[src/rtl/uart_rx.sv]
// 8N1 serial receiver with 2-flop input synchronizer and one-cycle result strobes.
// Define UART_RX_PARITY_EN to add an even-parity bit between the data and stop bits (8E1).
module uart_rx #(
  parameter int clocks_per_bit = 4
) (
  input  logic       clk,
  input  logic       rst_n,
  input  logic       ser_rx,
  output logic [7:0] out_data,
  output logic       out_valid,
  output logic       frame_err,
  output logic       parity_err,
  output logic       busy
);

  localparam int TICK_W = $clog2(clocks_per_bit);
  localparam logic [TICK_W-1:0] TICK_HALF = TICK_W'((clocks_per_bit - 1) / 2);
  localparam logic [TICK_W-1:0] TICK_FULL = TICK_W'(clocks_per_bit - 1);

  typedef enum logic [2:0] {
    S_IDLE,
    S_START,
    S_DATA,
    S_PARITY,
    S_STOP,
    S_BREAK
  } state_t;

  state_t            state_q, state_d;
  logic              sync1_q, sync1_d;
  logic              rx_q, rx_d;
  logic [TICK_W-1:0] tick_q, tick_d;
  logic [2:0]        bit_idx_q, bit_idx_d;
  logic [7:0]        shreg_q, shreg_d;
  logic [7:0]        out_data_q, out_data_d;
  logic              out_valid_q, out_valid_d;
  logic              frame_err_q, frame_err_d;
  logic              tick_zero;

`ifdef UART_RX_PARITY_EN
  logic              parity_err_q, parity_err_d;
  logic              par_bad_q, par_bad_d;
`endif

  assign tick_zero = (tick_q == '0);

  always_comb begin
    sync1_d     = ser_rx;
    rx_d        = sync1_q;
    state_d     = state_q;
    tick_d      = tick_q;
    bit_idx_d   = bit_idx_q;
    shreg_d     = shreg_q;
    out_data_d  = out_data_q;
    out_valid_d = 1'b0;
    frame_err_d = 1'b0;
`ifdef UART_RX_PARITY_EN
    parity_err_d = 1'b0;
    par_bad_d    = par_bad_q;
`endif

    // Bit-timing counter runs only while a sample point is pending
    if (state_q != S_IDLE && state_q != S_BREAK && !tick_zero) begin
      tick_d = tick_q - TICK_W'(1);
    end

    case (state_q)
      S_IDLE: begin
        if (!rx_q) begin
          state_d   = S_START;
          tick_d    = TICK_HALF;
          bit_idx_d = 3'd0;
`ifdef UART_RX_PARITY_EN
          par_bad_d = 1'b0;
`endif
        end
      end
      S_START: begin
        if (tick_zero) begin
          if (!rx_q) begin
            state_d = S_DATA;
            tick_d  = TICK_FULL;
          end else begin
            state_d = S_IDLE;
          end
        end
      end
      S_DATA: begin
        if (tick_zero) begin
          shreg_d   = {rx_q, shreg_q[7:1]};
          tick_d    = TICK_FULL;
          bit_idx_d = bit_idx_q + 3'd1;
          if (bit_idx_q == 3'd7) begin
`ifdef UART_RX_PARITY_EN
            state_d = S_PARITY;
`else
            state_d = S_STOP;
`endif
          end
        end
      end
`ifdef UART_RX_PARITY_EN
      S_PARITY: begin
        if (tick_zero) begin
          par_bad_d = rx_q ^ (^shreg_q);
          tick_d    = TICK_FULL;
          state_d   = S_STOP;
        end
      end
`endif
      S_STOP: begin
        // Leave mid-stop-bit so a back-to-back start edge is not missed
        if (tick_zero) begin
          if (rx_q) begin
            state_d = S_IDLE;
`ifdef UART_RX_PARITY_EN
            if (par_bad_q) begin
              parity_err_d = 1'b1;
            end else begin
              out_valid_d = 1'b1;
              out_data_d  = shreg_q;
            end
`else
            out_valid_d = 1'b1;
            out_data_d  = shreg_q;
`endif
          end else begin
            frame_err_d = 1'b1;
            state_d     = S_BREAK;
          end
        end
      end
      S_BREAK: begin
        if (rx_q) begin
          state_d = S_IDLE;
        end
      end
      default: state_d = S_IDLE;
    endcase
  end

  always_ff @(posedge clk or negedge rst_n) begin
    if (!rst_n) begin
      sync1_q     <= 1'b1;
      rx_q        <= 1'b1;
      state_q     <= S_IDLE;
      tick_q      <= '0;
      bit_idx_q   <= 3'd0;
      shreg_q     <= 8'h00;
      out_data_q  <= 8'h00;
      out_valid_q <= 1'b0;
      frame_err_q <= 1'b0;
    end else begin
      sync1_q     <= sync1_d;
      rx_q        <= rx_d;
      state_q     <= state_d;
      tick_q      <= tick_d;
      bit_idx_q   <= bit_idx_d;
      shreg_q     <= shreg_d;
      out_data_q  <= out_data_d;
      out_valid_q <= out_valid_d;
      frame_err_q <= frame_err_d;
    end
  end

`ifdef UART_RX_PARITY_EN
  always_ff @(posedge clk or negedge rst_n) begin
    if (!rst_n) begin
      parity_err_q <= 1'b0;
      par_bad_q    <= 1'b0;
    end else begin
      parity_err_q <= parity_err_d;
      par_bad_q    <= par_bad_d;
    end
  end

  assign parity_err = parity_err_q;
`else
  assign parity_err = 1'b0;
`endif

  assign out_data  = out_data_q;
  assign out_valid = out_valid_q;
  assign frame_err = frame_err_q;
  assign busy      = (state_q != S_IDLE);

endmodule

[config.mk]
export PLATFORM = sky130hd
export DESIGN_NAME = uart_rx
export DESIGN_NICKNAME = d
export VERILOG_FILES = /design/src/rtl/uart_rx.sv
export SDC_FILE = /design/constraint.sdc
export NUM_CORES = 1
export LEC_CHECK = 0
export CAP_MARGIN = 10
export CORE_MARGIN = 3
export CORE_UTILIZATION = 54
export CTS_CLUSTER_DIAMETER = 200
export DETAILED_ROUTE_END_ITERATION = 8
export PLACE_DENSITY_LB_ADDON = 0.3
export SLEW_MARGIN = 30
export SYNTH_ARGS = -nofsm -noshare
export SYNTH_HDL_FRONTEND = slang
export SYNTH_SLANG_ARGS = --single-unit
[constraint.sdc]
create_clock -name clk -period 1.8 [get_ports clk]
set_input_delay 0.36 -clock clk [delete_from_list [all_inputs] [get_ports clk]]
set_output_delay 0.36 -clock clk [all_outputs]
set_load 0.005 [all_outputs]
After elaboration in Yosys (flattened, before gate mapping). Index checks and enable logic that the tools add are counted.

Bitwise gates (word level): 0. Equality and inequality tests: 12. Shift-type cells: 0. Reduce and logical (&&, ||, !) cells: 11. Multipliers: 0. Add/subtract/negate cells: 2. Order comparisons: 0. Muxes and demuxes: 24. Divide/modulo/power cells: 0.

Operators with widths (number): 3-bit two-way mux (9); 3-bit one-hot mux with 5 select lines (1); 2-bit two-way mux (6); 2-bit inequality test (second input constant) (6); 3-bit == test (second input constant) (3); 1-bit two-way mux (6); 2-bit one-hot mux with 3 select lines (1); 3-bit one-hot mux with 2 select lines (1); 3-bit AND reduction (2); 6-bit AND reduction (1); 3-bit by 1-bit adder with 3-bit output (second input constant) (1); 3-bit by 1-bit == test with 1-bit output (second input constant) (1); 3-bit by 2-bit == test with 1-bit output (second input constant) (1); 3-bit zero test (1); 3-bit inequality test (second input constant) (1); 3-bit nonzero test (1); 1-bit logical AND (2); 2-bit zero test (1); 2-bit AND reduction (1); 2-bit nonzero test (1); 2-bit by 1-bit subtractor with 2-bit output (second input constant) (1); 1-bit zero test (1).

Memory bits (writable): 0. Logic and storage cells: 58. Bits in latches: 0. Input bits: 3. Output and inout bits: 12. Memories: 0. ROM bits: 0. Bits in registers: 28.

Longest topological paths before layout. Gate-level depths: netlist of the first run.

Word-level depth: 7. Depth in mapped cells: 7.

Worst setup path after synthesis of the first run. No wires, ideal clock.

Path kind: flip-flop to flip-flop. Start point: reg tick_q[0]. End point: reg out_data_q[0] (netlist: out_data[0]). Arrival time: 1.384 ns. Clock period less this slack: 1.509 ns. Setup time: 0.125 ns. Data required time: 1.675 ns. Path buffers: 0. Path slack: 0.291 ns. Cell stages (with the launch flop): 7. Path through: dfrtp_1 -> inv_1 -> ha_1 -> inv_2 -> nor4b_4 -> nand2_4 -> mux2_2.

Word-level cells in the longest chain between the ends: 2.

Ends and longest elaborated chain: start, declared (RTL line 32) `logic [TICK_W-1:0] tick_q, tick_d;`; start signal, assigned (RTL line 157) `tick_q <= tick_d;`; 2-bit zero test (RTL line 45) `assign tick_zero = (tick_q == '0);`; 3-bit AND reduction (no source line); end signal, assigned (RTL line 160) `out_data_q <= out_data_d;`; end, declared (RTL line 35) `logic [7:0] out_data_q, out_data_d;`.

Every way passes these cells. A chain may end at the register's enable or synchronous reset.

Worst setup path in the final report of the first run.
Start point: reg tick_q[0]. End point: reg out_data_q[6] (netlist: out_data[6]).

The elaborated chain is that of the path after synthesis.

==> flow_summary.yaml, run 1 <==
pwr:
  seq_power_share: 0.414
  comb_power_share: 0.372
  p_leak_nw: 0.748
  vdd_ir_drop_max_mv: 1.29
  power.switching_mw: 0.624
  finalPower_mw: 1.88
  power_density_nw_per_um2: 1240
  clkPwrFrac: 0.214
  p_int_mw: 1.26
  sw_frac_of_total: 0.331
place:
  hpwl_um: 1520
  place.gp.congestion: 0.828
  io_buffers: 13
  place_inst: 141
floorplan:
  chipWidth_um: 54.4
  start_util: 0.608
  core.rowCount: 16
  dieArea_um2: 2960
  fp.coreArea_um2: 2080
  chipHeight_um: 54.4
  io-pin-count: 15
clocking:
  cts_max_level: 1
  insertion_delay_ns: 0.32
  cts-root-buf: "clkbuf_4"
  clockBufferDepth: 2
  cts.sink_count: 28
  path_clk_slew_ns: 0.14
  cts_tree: "built"
  numCtsBuffers: 3
yosys:
  syn_inst: 101
  netlist_top_cells_area: "dfrtp_1 (51%), mux2_2 (14%), dfstp_2 (4.2%)"
  yosysUniqueCellTypes: 34
  yosys-top-cells-count: "dfrtp_1 (26), mux2_2 (16), a21oi_1 (7)"
  synth_largest_area_cell: "dfrtp_1"
  ys_warn_count: 0
  synthFlopType: "dfrtp_1"
  syn-mean-instance-area_um2: 12.5
  async_flop_share: 1.00
  synth_edf_count: 0
  synthesis.nets: 107
  ys_seq_elements: 28
  synth_top_area_frac: 0.514
  ys_seq_area_frac: 0.556
  yosys.cell_count.top_type: "dfrtp_1"
  synth_area_um2: 1260
global_routing:
  grt_pass1_wl_um: 3710
  grt_use_total: 0.181
  grt_pass1_vias: 763
  grt_max_degree: 29
  grt_overflow: 0
  antenna_found_initial: 0
critical_path:
  arrival_ns: 1.91
  critPathTopFamily: "simple AND/OR/NAND/NOR gates"
  path_class: "reg -> reg"
  crit_required_ns: 2.02
  regToRegEndpoint: "out_data[6]$_DFFE_PN0P_"
  crit_chain: "inv_1 > ha_1 > inv_2 > nor4b_4 > nand2_4 > mux2_2"
  endpoint_kind: "flop"
  reg2reg_depth: 6
  worst-path-buf-inv: 2
  crit_fanout: 9
  cpPeakStageDelay_ns: 0.38
  reg2reg_slack_ns: 0.11
  cp_slowest_cell: "dfrtp_1"
  r2r-start: "tick_q[0]$_DFF_PN0_"
  start_kind: "flop"
detailed_routing:
  routedWlPerCell_um: 15.7
  initialDrtViolationCount: 19
  dr.pass1.iters: 4
  wirelength_um: 2340
  ant_nets: 0
  vias_per_cell: 5.61
  vias: 836
  drc: 0
final_layout:
  fillers: 139
  drive_gt1_frac: 0.320
  areaGrowthSynthToFinish_pct: 20.3
  final-instance-count-excl-fill: 149
  diodes: 0
  fin_nets: 129
status:
  status: "finished, final reports clean"
hold_path:
  whs_path_depth: 0
  hold_class: "reg -> reg"
  hold_path_end: "rx_q$_DFF_PN1_"
  hp-start: "rx_d$_DFF_PN1_"
timing:
  fin_crit_sh: 0.937
  hold_viol: 0
  fin_crit_ns: 1.69
  setup_viol_count_final: 0
  skew_ns: 0.00519
  fin_setup_tns_ns: 0
  timing.final.max_slew_violations: 0
  rsz0062_at_grt: "no"
  max_freq_ghz: 0.593
run:
  maxCapViolCount: 0
==> logic make-up (layout without fill, tap and decap cells) <==
family | count (synthesis) | in the layout | share of synthesized area
AOI/OAI and AO/OA | 21 | 21 | 0.114
xor gates and xnor gates | 1 | 1 | 0.00693
adders and majority gates | 3 | 3 | 0.0297
buffers and inverters | 12 | 33 | 0.0573
DFF | 28 | 28 | 0.556
muxes | 16 | 16 | 0.142
other | 1 | 1 | 0.00296
and+or+nand+nor | 19 | 19 | 0.0910
==> final cells by class <==
cell class	instances	area, um2	share of cell area
timing repair buffer	24	215	0.141
tap	27	33.8	0.0222
sequential	28	704	0.463
inverter	5	18.8	0.0123
clock inverter	1	30.0	0.0197
multi-input combinational	61	497	0.326
clock buffer	3	22.5	0.0148
==> flip-flops by register name, indices dropped and copies added, names as in the netlist <==
register / cells
bit_idx_q: 3
frame_err: 1
out_data: 8
out_valid: 1
rx_d: 1
rx_q: 1
shreg_q: 8
state_q: 3
tick_q: 2
==> per-stage QoR <==
| step | worst slack, ns | utilization | cell area [um2] | hold WS, ns |
|---|---|---|---|---|
| floorplan | 0.291 | - | 1260 | 0.0644 |
| global placement | 0.198 | 0.686 | 1430 | 0.346 |
| detailed placement | 0.165 | 0.686 | 1430 | 0.348 |
| CTS | 0.00451 | 0.722 | 1500 | 0.368 |
| global route | 0.0326 | 0.731 | 1520 | 0.378 |
| finish | 0.114 | 0.731 | 1520 | 0.366 |
==> cells in the final DEF, fill, tap and decap left out <==
cell / n
nand2_4: 1
o21ai_0: 2
inv_2: 1
bufinv_16: 1
dfrtp_2: 1
nor2_4: 1
xnor2_1: 1
nand3_1: 1
a221oi_1: 1
ha_1: 3
dfrtp_1: 25
nor2_1: 3
buf_4: 11
conb_1: 1
o2111ai_1: 1
dlymetal6s2s_1: 1
clkinv_1: 1
a21oi_1: 7
clkdlybuf4s50_1: 12
o2bb2ai_1: 3
and3_1: 3
nand4_1: 1
nor4b_4: 1
clkbuf_4: 3
o21a_1: 1
nor2b_1: 1
a31oi_1: 1
nor4_1: 1
inv_1: 3
nand2_1: 6
o221a_2: 1
mux2_2: 16
a21o_1: 1
dfstp_2: 2
a211oi_1: 3
==> timing repair <==
item,4_1_cts,5_1_grt
setup buffers,2,2
setup endpoints to repair,1,1
hold buffers,0,0
gates cloned,0,0
pin swaps,0,1
gates resized for setup,3,1
==> worst max-delay path by stage <==
stage,endpoint,startpoint,depth (start not counted)
2_1_floorplan,out_data[0]$_DFFE_PN0P_,tick_q[0]$_DFF_PN0_,6
3_3_place_gp,out_data[6]$_DFFE_PN0P_,tick_q[0]$_DFF_PN0_,6
3_5_place_dp,out_data[3]$_DFFE_PN0P_,tick_q[0]$_DFF_PN0_,6
4_1_cts,busy,state_q[0]$_DFFE_PN0P_,3
5_1_grt,out_data[6]$_DFFE_PN0P_,tick_q[0]$_DFF_PN0_,6
6_report,out_data[6]$_DFFE_PN0P_,tick_q[0]$_DFF_PN0_,6
==> power by group through the flow <==
| stage | clock, mW | combinational, mW | sequential (mW) |
|---|---|---|---|
| after floorplan | 0 | 0.424 | 0.770 |
| after global placement | 0 | 0.563 | 0.796 |
| after detailed placement | 0 | 0.593 | 0.797 |
| after CTS | 0.414 | 0.653 | 0.776 |
| after global routing | 0.445 | 0.763 | 0.788 |
| final | 0.404 | 0.701 | 0.780 |
==> metal layers <==
layer | global-route usage | routed length, um
met5 | 0 | 0
met4 | 0.0954 | 33
met3 | 0.0327 | 133
met2 | 0.257 | 1050
met1 | 0.260 | 1120
Note: power is estimated with default switching activity, not from simulation.
==> run 2: changes to the inputs <==
CORE_UTILIZATION = 58   (was 54)
clock period = 2 ns   (was 1.8 ns; I/O delays follow)
==> flow_summary.yaml, run 2 (synthesis gave the netlist of run 1 again) <==
status:
  status: "finished, final reports clean"
global_routing:
  antenna_found_initial: 0
  grt_pass1_vias: 786
  grt_use_total: 0.168
  grt_pass1_wl_um: 3470
  grt_max_degree: 29
  grt_overflow: 0
clocking:
  numCtsBuffers: 3
  clockBufferDepth: 2
  hold_buffers: 0
  insertion_delay_ns: 0.31
  cts.sink_count: 28
  cts-root-buf: "clkbuf_4"
  cts_tree: "built"
  cts_max_level: 1
  path_clk_slew_ns: 0.14
  cts_setup_buffers: 0
timing:
  fin_setup_tns_ns: 0
  rsz0062_at_grt: "no"
  fin_crit_ns: 1.87
  skew_ns: 0.00308
  hold_viol: 0
  fin_crit_sh: 0.935
  setup_viol_count_final: 0
  max_freq_ghz: 0.535
  timing.final.max_slew_violations: 0
hold_path:
  whs_path_depth: 0
  hp-start: "rx_d$_DFF_PN1_"
  hold_class: "reg -> reg"
  hold_path_end: "rx_q$_DFF_PN1_"
critical_path:
  r2r-start: "tick_q[0]$_DFF_PN0_"
  reg2reg_depth: 6
  crit_required_ns: 1.60
  cpPeakStageDelay_ns: 0.50
  arrival_ns: 1.47
  reg2reg_slack_ns: 0.26
  start_kind: "flop"
  crit_fanout: 8
  endpoint_kind: "output pin"
  cp_slowest_cell: "clkdlybuf4s50_1"
  path_class: "reg -> out"
  crit_chain: "clkinv_1 > nand2_1 > clkdlybuf4s50_1"
  regToRegEndpoint: "out_data[7]$_DFFE_PN0P_"
final_layout:
  final_common_cell: "dfrtp_1"
  drive_gt1_frac: 0.282
  final-instance-count-excl-fill: 144
  final_cell_mix: "dfrtp_1 (25), mux2_2 (16), clkdlybuf4s50_1 (13), a21oi_1 (7)"
  fin_nets: 124
  areaGrowthSynthToFinish_pct: 16.5
  diodes: 0
detailed_routing:
  drc: 0
  vias: 813
  vias_per_cell: 5.65
  ant_nets: 0
  routedWlPerCell_um: 14.2
  dr.pass1.iters: 4
  wirelength_um: 2040
  initialDrtViolationCount: 29
floorplan:
  dieArea_um2: 2780
  fp.coreArea_um2: 2020
  chipHeight_um: 52.7
  io-pin-count: 15
  chipWidth_um: 52.7
  core.rowCount: 16
  start_util: 0.626
place:
  place.gp.congestion: 0.884
  place_inst: 140
  io_buffers: 13
  hpwl_um: 1470
pwr:
  vdd_ir_drop_max_mv: 0.791
  p_leak_nw: 0.715
  power_density_nw_per_um2: 1070
run:
  maxCapViolCount: 0
==> run 2: cell types whose count changed in the layout (fill, tap and decap cells not counted), sizes merged <==
cell | before | now
buf | 11 | 6
clkdlybuf4s50 | 12 | 13
dlymetal6s2s | 1 | 0
==> run 2: how the worst max path moves through the flow <==
| stage | from | endpoint | slack [ns] | cells after the start |
|---|---|---|---|---|
| 3_3_place_gp | tick_q[0]$_DFF_PN0_ | out_data[5]$_DFFE_PN0P_ | 0.38 | 6 |
| 2_1_floorplan | tick_q[0]$_DFF_PN0_ | out_data[0]$_DFFE_PN0P_ | 0.49 | 6 |
| 3_5_place_dp | tick_q[0]$_DFF_PN0_ | out_data[7]$_DFFE_PN0P_ | 0.28 | 6 |
| 6_report | state_q[1]$_DFFE_PN0P_ | busy | 0.13 | 3 |
| 5_1_grt | state_q[1]$_DFFE_PN0P_ | busy | 0.07 | 3 |
| 4_1_cts | state_q[1]$_DFFE_PN0P_ | busy | 0.04 | 3 |
==> run 2: critical path, delay by kind of cell, from the launching register on <==
family	cells	cell delay, ns
AND/OR/NAND/NOR	1	0.08
flip-flops	1	0.48
buffers and inverters	2	0.60
==> run 2: area by class of cell <==
class                           count  area (um2)
Clock buffer                        3        22.5
Clock inverter                      1        30.0
Fill cell                         139         548
Inverter                            5        18.8
Multi-Input combinational cell     61         489
Sequential cell                    28         704
Tap cell                           27        33.8
Timing Repair Buffer               19         175
==> run 2: metal layers <==
metal | share of wire | track usage | vias to the layer above
met5 | 0 | 0 | -
met4 | 0.0044 | 0.0383 | 0
met3 | 0.029 | 0.0171 | 2
met2 | 0.52 | 0.291 | 17
met1 | 0.44 | 0.225 | 406
li1 | - | - | 388
==> run 2: timing repair <==
item                                   4_1_cts  5_1_grt
setup endpoints to repair                    0        1
resized for setup                            0        1
endpoints found under the hold margin        0        0
==> run 2: where the power goes <==
part,switching (mW),internal (mW)
logic,0.283,0.230
registers,0.0665,0.644
clock network,0.152,0.202
==> run 2: per-stage QoR <==
step | hold WS (ns) | total power, mW | worst slack (ns) | instance area (um2) | utilization
5_1_grt | 0.370 | 1.67 | 0.0712 | 1470 | 0.729
6_report | 0.367 | 1.58 | 0.130 | 1470 | 0.729
2_1_floorplan | 0.104 | 1.07 | 0.491 | 1260 | -
3_3_place_gp | 0.348 | 1.20 | 0.377 | 1420 | 0.702
3_5_place_dp | 0.349 | 1.22 | 0.278 | 1420 | 0.702
4_1_cts | 0.369 | 1.59 | 0.0358 | 1470 | 0.728
==> variant (settings of run 2) <==
The parameter `clocks_per_bit` goes from 4 to 2.
--- a/src/rtl/uart_rx.sv
+++ b/src/rtl/uart_rx.sv
@@ -2,5 +2,5 @@
 // Define UART_RX_PARITY_EN to add an even-parity bit between the data and stop bits (8E1).
 module uart_rx #(
-  parameter int clocks_per_bit = 4
+  parameter int clocks_per_bit = 2
 ) (
   input  logic       clk,
Check against the original RTL: not equivalent (a bounded check fails within 10 cycles, from zero or initial values and one cycle with rst_n low).
==> variant against run 2 <==
Combinational power decreased by 6.4%. Fmax grew 5.9%. Worst setup slack better by 0.10 ns. Wire length decreased by 11%. Sequential cell count fell by 1. Total power down 6.9%. Cell count shrank 11%. Clock skew rose by 0.012 ns. Cell area shrank 6.3%. Synthesized area shrank 8.9%. Non-clock buffer count up 2.
==> variant: results (changes against run 2) <==
| Metric | Value |
|---|---|
| Vias per cell | 5.70 (was 5.65) |
| Gpl congestion | 0.796 (was 0.884) |
| VDD IR-drop max | 0.730 mV (was 0.791 mV) |
| Max stage delay cell, worst path | dfrtp_2 (was clkdlybuf4s50_1) |
| Multiplexer share of the synthesized area | 0.166 (was 0.142) |
| Leak | 0.000645 uW (was 0.000715 uW) |
| Initial DRC count | 11 (was 29) |
| Clock power share | 0.150 (was 0.225) |
| Post-Synthesis Cells | 83 (was 101) |
| Via count | 729 (was 813) |
| Multi-input combinational area share | 0.321 (was 0.332) |
| Flop2flop setup slack | 0.24 ns (was 0.26 ns) |
| Die W | 50.6 um (was 52.7 um) |
| Post-layout util | 0.767 (was 0.729) |
| Sequential power share | 0.523 (was 0.450) |
| Final-layout clock-cell area share | 0.0199 (was 0.0357) |
| Sequential cell area fraction in the yosys report | 0.588 (was 0.556) |
| Number of global-route vias before repair | 746 (was 786) |
| Largest cells by area after synthesis | dfrtp_1 (54%), mux2_2 (17%), dfstp_2 (4.6%), a22o_1 (3.8%), ha_1 (2.2%) (was dfrtp_1 (51%), mux2_2 (14%), dfstp_2 (4.2%), ha_1 (3.0%), a21oi_1 (2.8%)) |
| Hold WS | 0.365 ns (was 0.367 ns) |
| Outcome | complete, no violations (unchanged) |
| First-pass GRT wire length | 3280 um (was 3470 um) |
| Most frequent cells after synthesis | dfrtp_1 (25), mux2_2 (17), a22o_1 (5), nor2_1 (4) (was dfrtp_1 (26), mux2_2 (16), a21oi_1 (7), nand2_1 (6), nor2_1 (4)) |
| Post-CTS sizing | 1 (was 0) |
| Comb_multi_in | 49 (was 61) |
| Data arrival, critical path | 1.97 ns (was 1.47 ns) |
| CTS Sinks | 27 (was 28) |
| Final nets | 109 (was 124) |
| Netlist cell types | 28 (was 34) |
| Fill cells | 126 (was 139) |
| Share of cells above drive strength 1 | 0.330 (was 0.282) |
| Crit path max fanout | 13 (was 8) |
| Switch share | 0.315 (was 0.318) |
| Compound-Gate Fraction of Synth Area | 0.0988 (was 0.114) |
| Total wire length | 1810 um (was 2040 um) |
| Synth Area in XOR/XNOR | 0 (was 0.00692) |
[variant: worst max-delay path by stage]
stage | slack (ns) | start | to | cells past startpoint
after CTS | 0.06 | state_q[1]$_DFFE_PN0P_ | busy | 2
after global routing | 0.13 | state_q[1]$_DFFE_PN0P_ | out_data[4]$_DFFE_PN0P_ | 6
after detailed placement | 0.27 | state_q[1]$_DFFE_PN0P_ | busy | 2
final | 0.24 | state_q[1]$_DFFE_PN0P_ | out_data[7]$_DFFE_PN0P_ | 6
after floorplan | 0.38 | rx_q$_DFF_PN1_ | out_data[0]$_DFFE_PN0P_ | 3
after global placement | 0.30 | state_q[1]$_DFFE_PN0P_ | busy | 2
[variant: per-layer routing]
| metal | vias to the layer above | share of wire | GRT usage |
|---|---|---|---|
| met3 | 4 | 0.038 | 0.0564 |
| li1 | 344 | - | - |
| met1 | 365 | 0.46 | 0.207 |
| met5 | - | 0 | 0 |
| met2 | 16 | 0.49 | 0.289 |
| met4 | 0 | 0.019 | 0.0583 |
